$ cat src/rtl/afb_pkg.sv
// afb_pkg: shared FSM encoding, request/response field layout and the timeout error word.
package afb_pkg;

    typedef enum logic [1:0] {
        IDLE      = 2'd0,
        ISSUE     = 2'd1,
        WAIT_RESP = 2'd2,
        RESP_HOLD = 2'd3
    } state_t;

    localparam int REQ_W       = 74;
    localparam int REQ_RD_BIT  = 72;
    localparam int REQ_IDX_HI  = 37;
    localparam int REQ_IDX_LO  = 34;
    localparam int REQ_DATA_HI = 31;
    localparam int REQ_DATA_LO = 0;

    localparam int RESP_W = 33;
    localparam logic [RESP_W-1:0] TIMEOUT_WORD = {1'b1, 32'hFFFF_FFFF};

    localparam logic [1:0] STALE_MAX = 2'd3;

endpackage

$ cat src/rtl/afb_sync_fifo.sv
// afb_sync_fifo: synchronous FIFO with occupancy count; a push is refused whenever the
// FIFO is full, even if a pop happens in the same cycle.
module afb_sync_fifo #(
    parameter int WIDTH = 74,
    parameter int DEPTH = 4
) (
    input  logic             clk,
    input  logic             reset,
    input  logic             push,
    input  logic             pop,
    input  logic [WIDTH-1:0] din,
    output logic [WIDTH-1:0] dout,
    output logic [4:0]       count
);
    localparam int AW = (DEPTH > 1) ? $clog2(DEPTH) : 1;
    localparam logic [4:0] DEPTH_C = 5'(DEPTH);

    logic [WIDTH-1:0] mem [DEPTH];
    logic [AW-1:0]    wr_ptr, rd_ptr;
    logic             do_push, do_pop;

    assign do_push = push && (count < DEPTH_C);
    assign do_pop  = pop && (count != 5'd0);
    assign dout    = mem[rd_ptr];

    always_ff @(posedge clk) begin
        if (do_push) mem[wr_ptr] <= din;
    end

    // Pointers wrap naturally because DEPTH is a power of two.
    always_ff @(posedge clk) begin
        if (reset) begin
            wr_ptr <= '0;
            rd_ptr <= '0;
            count  <= 5'd0;
        end else begin
            wr_ptr <= do_push ? wr_ptr + AW'(1) : wr_ptr;
            rd_ptr <= do_pop ? rd_ptr + AW'(1) : rd_ptr;
            count  <= count + 5'(do_push) - 5'(do_pop);
        end
    end

endmodule

$ cat src/rtl/afb_request_bridge.sv
// afb_request_bridge: buffers core register requests and issues them one at a time to the
// accelerator, returning responses in order and substituting an error word on timeout.
module afb_request_bridge
    import afb_pkg::*;
#(
    parameter int FIFO_DEPTH     = 4,
    parameter int TIMEOUT_CYCLES = 255
) (
    input  logic              clk,
    input  logic              reset,
    input  logic              AFB_ACCELERATOR_REQUEST_pipe_write_req,
    output logic              AFB_ACCELERATOR_REQUEST_pipe_write_ack,
    input  logic [REQ_W-1:0]  AFB_ACCELERATOR_REQUEST_pipe_write_data,
    input  logic              AFB_ACCELERATOR_RESPONSE_pipe_read_req,
    output logic              AFB_ACCELERATOR_RESPONSE_pipe_read_ack,
    output logic [RESP_W-1:0] AFB_ACCELERATOR_RESPONSE_pipe_read_data,
    output logic              ACC_REQUEST_pipe_write_req,
    input  logic              ACC_REQUEST_pipe_write_ack,
    output logic [REQ_W-1:0]  ACC_REQUEST_pipe_write_data,
    output logic              ACC_RESPONSE_pipe_read_req,
    input  logic              ACC_RESPONSE_pipe_read_ack,
    input  logic [RESP_W-1:0] ACC_RESPONSE_pipe_read_data,
    output logic [4:0]        fifo_count,
    output logic              timeout_flag
);
    localparam logic [4:0] DEPTH_C  = 5'(FIFO_DEPTH);
    localparam logic [9:0] TMO_LAST = 10'(TIMEOUT_CYCLES - 1);

    state_t            state, state_n;
    logic [9:0]        timer, timer_n;
    logic [1:0]        stale, stale_n;
    logic [RESP_W-1:0] resp, resp_n;
    logic              flag_n, push, pop;

    // Ack is held off while reset is asserted so every handshake output reads 0 then.
    assign AFB_ACCELERATOR_REQUEST_pipe_write_ack = !reset && (fifo_count < DEPTH_C);
    assign push = AFB_ACCELERATOR_REQUEST_pipe_write_req && AFB_ACCELERATOR_REQUEST_pipe_write_ack;
    assign AFB_ACCELERATOR_RESPONSE_pipe_read_ack  = (state == RESP_HOLD);
    assign AFB_ACCELERATOR_RESPONSE_pipe_read_data = resp;

    afb_sync_fifo #(
        .WIDTH(REQ_W),
        .DEPTH(FIFO_DEPTH)
    ) u_fifo (
        .clk  (clk),
        .reset(reset),
        .push (push),
        .pop  (pop),
        .din  (AFB_ACCELERATOR_REQUEST_pipe_write_data),
        .dout (ACC_REQUEST_pipe_write_data),
        .count(fifo_count)
    );

    always_comb begin
        state_n = state;
        timer_n = timer;
        stale_n = stale;
        resp_n  = resp;
        flag_n  = timeout_flag;
        pop     = 1'b0;
        ACC_REQUEST_pipe_write_req = 1'b0;
        ACC_RESPONSE_pipe_read_req = 1'b0;
        case (state)
            IDLE: state_n = (fifo_count != 5'd0) ? ISSUE : IDLE;
            ISSUE: begin
                ACC_REQUEST_pipe_write_req = 1'b1;
                if (ACC_REQUEST_pipe_write_ack) begin
                    pop     = 1'b1;
                    timer_n = 10'd0;
                    state_n = WAIT_RESP;
                end
            end
            WAIT_RESP: begin
                ACC_RESPONSE_pipe_read_req = 1'b1;
                // A response while stale_cnt is nonzero belongs to a transaction already timed out.
                if (ACC_RESPONSE_pipe_read_ack && stale != 2'd0) begin
                    stale_n = stale - 2'd1;
                    timer_n = 10'd0;
                end else if (ACC_RESPONSE_pipe_read_ack) begin
                    resp_n  = ACC_RESPONSE_pipe_read_data;
                    state_n = RESP_HOLD;
                end else if (timer == TMO_LAST) begin
                    resp_n  = TIMEOUT_WORD;
                    flag_n  = 1'b1;
                    stale_n = (stale == STALE_MAX) ? STALE_MAX : stale + 2'd1;
                    state_n = RESP_HOLD;
                end else begin
                    timer_n = timer + 10'd1;
                end
            end
            RESP_HOLD: state_n = AFB_ACCELERATOR_RESPONSE_pipe_read_req ? IDLE : RESP_HOLD;
            default: state_n = IDLE;
        endcase
    end

    always_ff @(posedge clk) begin
        if (reset) begin
            state        <= IDLE;
            timer        <= 10'd0;
            stale        <= 2'd0;
            resp         <= '0;
            timeout_flag <= 1'b0;
        end else begin
            state        <= state_n;
            timer        <= timer_n;
            stale        <= stale_n;
            resp         <= resp_n;
            timeout_flag <= flag_n;
        end
    end

endmodule
$ cat config.mk
export PLATFORM = sky130hd
export DESIGN_NAME = afb_request_bridge
export DESIGN_NICKNAME = d
export VERILOG_FILES = /design/src/rtl/afb_pkg.sv /design/src/rtl/afb_sync_fifo.sv /design/src/rtl/afb_request_bridge.sv
export SDC_FILE = /design/constraint.sdc
export NUM_CORES = 1
export LEC_CHECK = 0
export ABC_AREA = 1
export BUFFER_PORTS_ARGS = -buffer_cell sky130_fd_sc_hd__buf_2
export CAP_MARGIN = 20
export CORE_MARGIN = 2
export CORE_UTILIZATION = 40
export CTS_BUF_LIST = sky130_fd_sc_hd__clkbuf_8
export DETAILED_ROUTE_END_ITERATION = 10
export PLACE_DENSITY_LB_ADDON = 0.1
export SLEW_MARGIN = 0
export SYNTH_ARGS = -nofsm -noshare
export SYNTH_HDL_FRONTEND = slang
export SYNTH_HIERARCHICAL = 1
export SYNTH_SLANG_ARGS = --single-unit
$ cat constraint.sdc
create_clock -name clk -period 5.3 [get_ports clk]
set_input_delay 0.265 -clock clk [delete_from_list [all_inputs] [get_ports clk]]
set_output_delay 0.265 -clock clk [all_outputs]
set_load 0.05 [all_outputs]
* Word level (Yosys, flattened, before mapping)
Memories as Yosys holds them, arrays and structs flattened. A register that Yosys moved wholly into a read port is not among the register bits.
Cells that the tools add are included.
** Storage, ports and cells
- Input port bits :: 113
- Register bits :: 57
- ROM bits :: 0
- Bits in latches :: 0
- Memories kept :: 1
- RAM bits :: 296
** Operators by class
- Bitwise gates (word level) :: 2
- Shift-type cells :: 0
- Order comparisons :: 1
- Eq/ne operators :: 11
- Divide/modulo/power cells :: 0
- Muxes and demuxes :: 26
- Multiply operators :: 0
- Add/sub/neg operators :: 7
- Reduce and logical (&&, ||, !) cells :: 17
** Memory list
- u_fifo.mem :: words 4, bits a word 74, rd ports 1, clocked after memory_dff 1, write ports 1, line afb_sync_fifo.sv:18 : logic [WIDTH-1:0] mem [DEPTH];
** Operators with widths (count)
- $mux 33 :: 2
- $mux 10 :: 4
- $mux 2 :: 11
- $pmux 10 s2 :: 1
- $add 10x1->10 const B :: 1
- $eq 10x8->1 const B :: 1
- $ne 3x3->1 const B :: 3
- $reduce_and 3->1 :: 3
- $pmux 2 s4 :: 1
- $reduce_and 4->1 :: 2
- $reduce_bool 2->1 :: 4
- $mux 1 :: 7
- $add 2x1->2 const B :: 3
- $eq 2x2->1 const B :: 3
- $add 5x1->5 :: 1
- $logic_and 1x1->1 :: 5
- $lt 5x3->1 const B :: 1
- $reduce_bool 5->1 :: 1
- $sub 5x1->5 :: 1
- $ne 2x2->1 const B :: 2
- $eq 2x1->1 const B :: 1
- $logic_not 2->1 :: 1
- $ne 2x1->1 const B :: 1
- $not 1->1 :: 2
- 2 further kinds :: 2

* Depth between registers and ports, before layout
- Depth after elaboration :: 6
- Depth in mapped cells :: 15
- Gate-level depth less buffers :: 15

* Cells and area by module
The synthesis kept the hierarchy.
** By module, submodules not included
- afb_sync_fifo :: sequential area each 9108.7 um^2, area an instance 11586.1 um^2, instances 1, cells each 799
- afb_request_bridge :: sequential area each 960.9 um^2, area an instance 2299.7 um^2, instances 1, cells each 312

* Least setup slack after synthesis
No wires, ideal clock.
- Kind :: register to register
- Start :: reg u_fifo.count[4]
- End :: mem u_fifo.mem[0][0] (enable)
- Period minus slack after synthesis :: 4764 ps
- Path buffers :: 0
- Data required time :: 4793 ps
- Cell stages (with the launch flop) :: 6
- Slack :: 536 ps
- Setup time :: 507 ps
- Data arrival time :: 4257 ps
- Path through :: dfxtp_1 > nor2_1 > nand2_1 > nor3b_1 > nand3_1 > nor2_1
** Between the ends
- Longest elaborated chain between the ends :: 6
** Ends and longest elaborated chain
- from (decl) :: line afb_sync_fifo.sv:13 : output logic [4:0] count
- from (signal assigned) :: line afb_sync_fifo.sv:39 : count <= count + 5'(do_push) - 5'(do_pop);
- $lt 5x3->1 :: line afb_request_bridge.sv:36 : assign AFB_ACCELERATOR_REQUEST_pipe_write_ack = !reset && (fifo_count < DEPTH_C);
- $logic_and 1x1->1 :: line afb_request_bridge.sv:36
- $logic_and 1x1->1 :: line afb_request_bridge.sv:37 : assign push = AFB_ACCELERATOR_REQUEST_pipe_write_req && AFB_ACCELERATOR_REQUEST_pipe_write_ack;
- net push :: line afb_request_bridge.sv:33 : logic flag_n, push, pop;
- $logic_and 1x1->1 :: line afb_sync_fifo.sv:22 : assign do_push = push && (count < DEPTH_C);
- $mux 1 :: line afb_sync_fifo.sv:27 : if (do_push) mem[wr_ptr] <= din;
- $mux 1 (implied by the code) :: line afb_sync_fifo.sv:27
- to (decl) :: line afb_sync_fifo.sv:18
The timed path passes the listed nets, and every way through them passes these cells.

==> flow_summary.yaml <==
timing:
  slew_headroom: 0.303
  setup_violations: 0
  fin_tns_setup_ns: 0
  setup_slack_ns: 1.85
  drv_slew: 0
  fin_skew_ns: 0.0239
  rsz0062_at_grt: "no"
  hold_slack_ns: 0.0640
  period_needed_ns: 3.45
  fmax_mhz: 290
  worst_pin_slew_ns: 1.05
  hold_viol: 0
  fin_crit_sh: 0.650
synth:
  synth_cell_type_count: 34
  syn_nets: 1241
  synth_cells: 1111
  avgSynthCellArea_um2: 12.5
  synth-seq-area-share: 0.725
  ys_ff_latch: 355
  netlist_area_um2: 13900
  synth_warnings: 6
place:
  io_buffers: 229
  dp_cells: 1749
  place_hpwl_um: 19200
  pre_cts_ws_ns: 2.28
  place_congestion: 0.782
  place_area_um2: 15400
route:
  routedWlPerCell_um: 16.7
  drtPass1Iterations: 5
  drt_iter0_markers: 436
  viasPerCell: 4.87
  vias: 9621
  drc_errors: 0
  ant_nets: 0
  drt_wl_total_um: 33000
cts:
  insertion_delay_ns: 0.60
  postCtsSetupRepairBufs: 0
  post_cts_resized: 0
  htreeDepth: 2
  clk_pin_slew_worst_paths_ns: 0.06
  cts_root_buf: "clkbuf_8"
  cts_tree: "yes"
  cts_buffers: 59
  cts.sinks: 355
  ctsLongestPathBuffers: 3
critical_path:
  crit_type: "reg -> out"
  r2r.worst_path.cells: 6
  critPathLaunchType: "flip-flop"
  worstPathMaxFanout: 101
  cp.arrival_ns: 3.18
  crit_path_end_kind: "primary output"
  crit_required_ns: 5.04
layout:
  layout.nets: 1597
  final_area_um2: 17700
  area_growth_pct: 27.2
  final_util: 0.514
  instances_no_fill: 1975
  drive_above_1_share: 0.227
floorplanning:
  rows: 68
  boundaryPins: 230
  fp.dieH_um: 190
  die_area_um2: 36200
  start_util: 0.404
  core-area_um2: 34400
  die_w_um: 190
global_route:
  use_met2: 0.295
  grt_first_pass_wirelength_um: 50800
  grt_busiest_layer: "met2"
  grt_pass1_vias: 9517
  overflow: 0
  grt.met1_usage: 0.231
  grt_max_degree: 107
  antenna_found_initial: 4
  met3_usage: 0.0444
  grt_usage: 0.179
run_status:
  status: "complete, no violations"
pwr:
  peakVddDrop_mv: 0.279
  p_leak_nw: 6.61
  total_power_mw: 7.69
  power-per-cell-area_nw_per_um2: 436
hold_path:
  hp-class: "in -> reg"
  min_delay_path_depth: 4
job:
  max_cap_violations: 0
-- placed cells by master, fill, tap and decap left out, drive strengths merged, types with 2 or more instances in the layout --
cell type,synthesis,final
ha,16,16
dlygate4sd3,0,111
nor2,198,198
o21bai,2,2
dfxtp,59,59
edfxtp,296,296
clkinv,0,24
a21oi,47,47
buf,25,243
nor3,3,3
nand2,53,53
clkbuf,34,62
nand4,2,2
o21ai,189,189
nand3,27,27
inv,79,101
bufinv,0,3
o22ai,74,74
diode,0,3
-- final timing paths --
check                                                        endpoint                                                startpoint  slack, ns
max                                   ACC_REQUEST_pipe_write_data[27]                                                 flip-flop       1.85
min                                         timeout_flag$_SDFFE_PP0P_                                ACC_RESPONSE_pipe_read_ack       0.06
max reg2reg                               u_fifo/mem[0][70]$_DFFE_PP_                                u_fifo/count[4]$_SDFF_PP0_       2.29
min reg2reg  AFB_ACCELERATOR_RESPONSE_pipe_read_data[29]$_SDFFE_PP0P_  AFB_ACCELERATOR_RESPONSE_pipe_read_data[29]$_SDFFE_PP0P_       0.44
-- metal layers --
| layer | routed length [µm] | share of wire |
|---|---|---|
| met1 | 14600 | 0.44 |
| met2 | 15500 | 0.47 |
| met3 | 2120 | 0.064 |
| met4 | 832 | 0.025 |
| met5 | 11 | 0.00033 |
-- Yosys cell counts, drive strengths merged --
cell type / number / area share
a211oi: 1 / 0.00054
a21oi: 47 / 0.017
buf: 25 / 0.017
clkbuf: 34 / 0.0096
dfxtp: 59 / 0.085
edfxtp: 296 / 0.64
fa: 1 / 0.0014
ha: 16 / 0.014
inv: 79 / 0.022
mux2i: 1 / 0.00072
nand2: 53 / 0.017
nand3: 27 / 0.010
nand4: 2 / 0.00090
nor2: 198 / 0.058
nor3: 3 / 0.0011
nor3b: 1 / 0.00054
o21a: 1 / 0.00054
o21ai: 189 / 0.068
o21bai: 2 / 0.0011
o22ai: 74 / 0.033
xnor2: 1 / 0.00063
xor2: 1 / 0.00063
-- layout make-up --
cell class	instances	area [µm²]
antenna	3	7.51
fill	3066	16700
inverter	79	307
timing repair buffer	354	2390
tap	455	569
clock buffer	62	853
multi-input combinational	618	3170
clock inverter	49	280
sequential	355	10100
-- where the power goes --
part	internal, mW	switching, mW	total, mW
sequential	3.20	0.115	3.32
clock	1.23	1.07	2.30
combinational	0.525	1.55	2.07
-- sequential cells by signal, indices dropped and copies added, names as in the netlist, named ones only --
signal / count
u_fifo/mem: 296
AFB_ACCELERATOR_RESPONSE_pipe_read_data: 33
timer: 10
u_fifo/count: 5
stale: 2
state: 2
u_fifo/rd_ptr: 2
u_fifo/wr_ptr: 2
timeout_flag: 1
-- cells by family (layout without fill, tap and decap cells) --
kind of cell,Yosys count,after routing,share of synthesized area
multiplexers,1,1,0.000721
flip-flops,355,355,0.725
other,0,3,0
adder cells (fa/ha/maj),17,17,0.0159
buffers and inverters,138,544,0.0487
AO/OA/AOI/OAI,314,314,0.121
XOR/XNOR,2,2,0.00126
AND/OR/NAND/NOR,284,284,0.0878
-- critical path, stage by stage, from the launching register on --
cell     delay [ns]
dfxtp_4        0.48
inv_4          0.81
buf_4          0.59
nor2_1         0.09
o22ai_1        0.27
buf_2          0.32
-- repair_timing --
item,4_1_cts,5_1_grt
hold endpoints to repair,337,0
hold buffers,111,0
setup endpoints to repair,0,0
No activity file was read; power rests on OpenSTA's default activity.
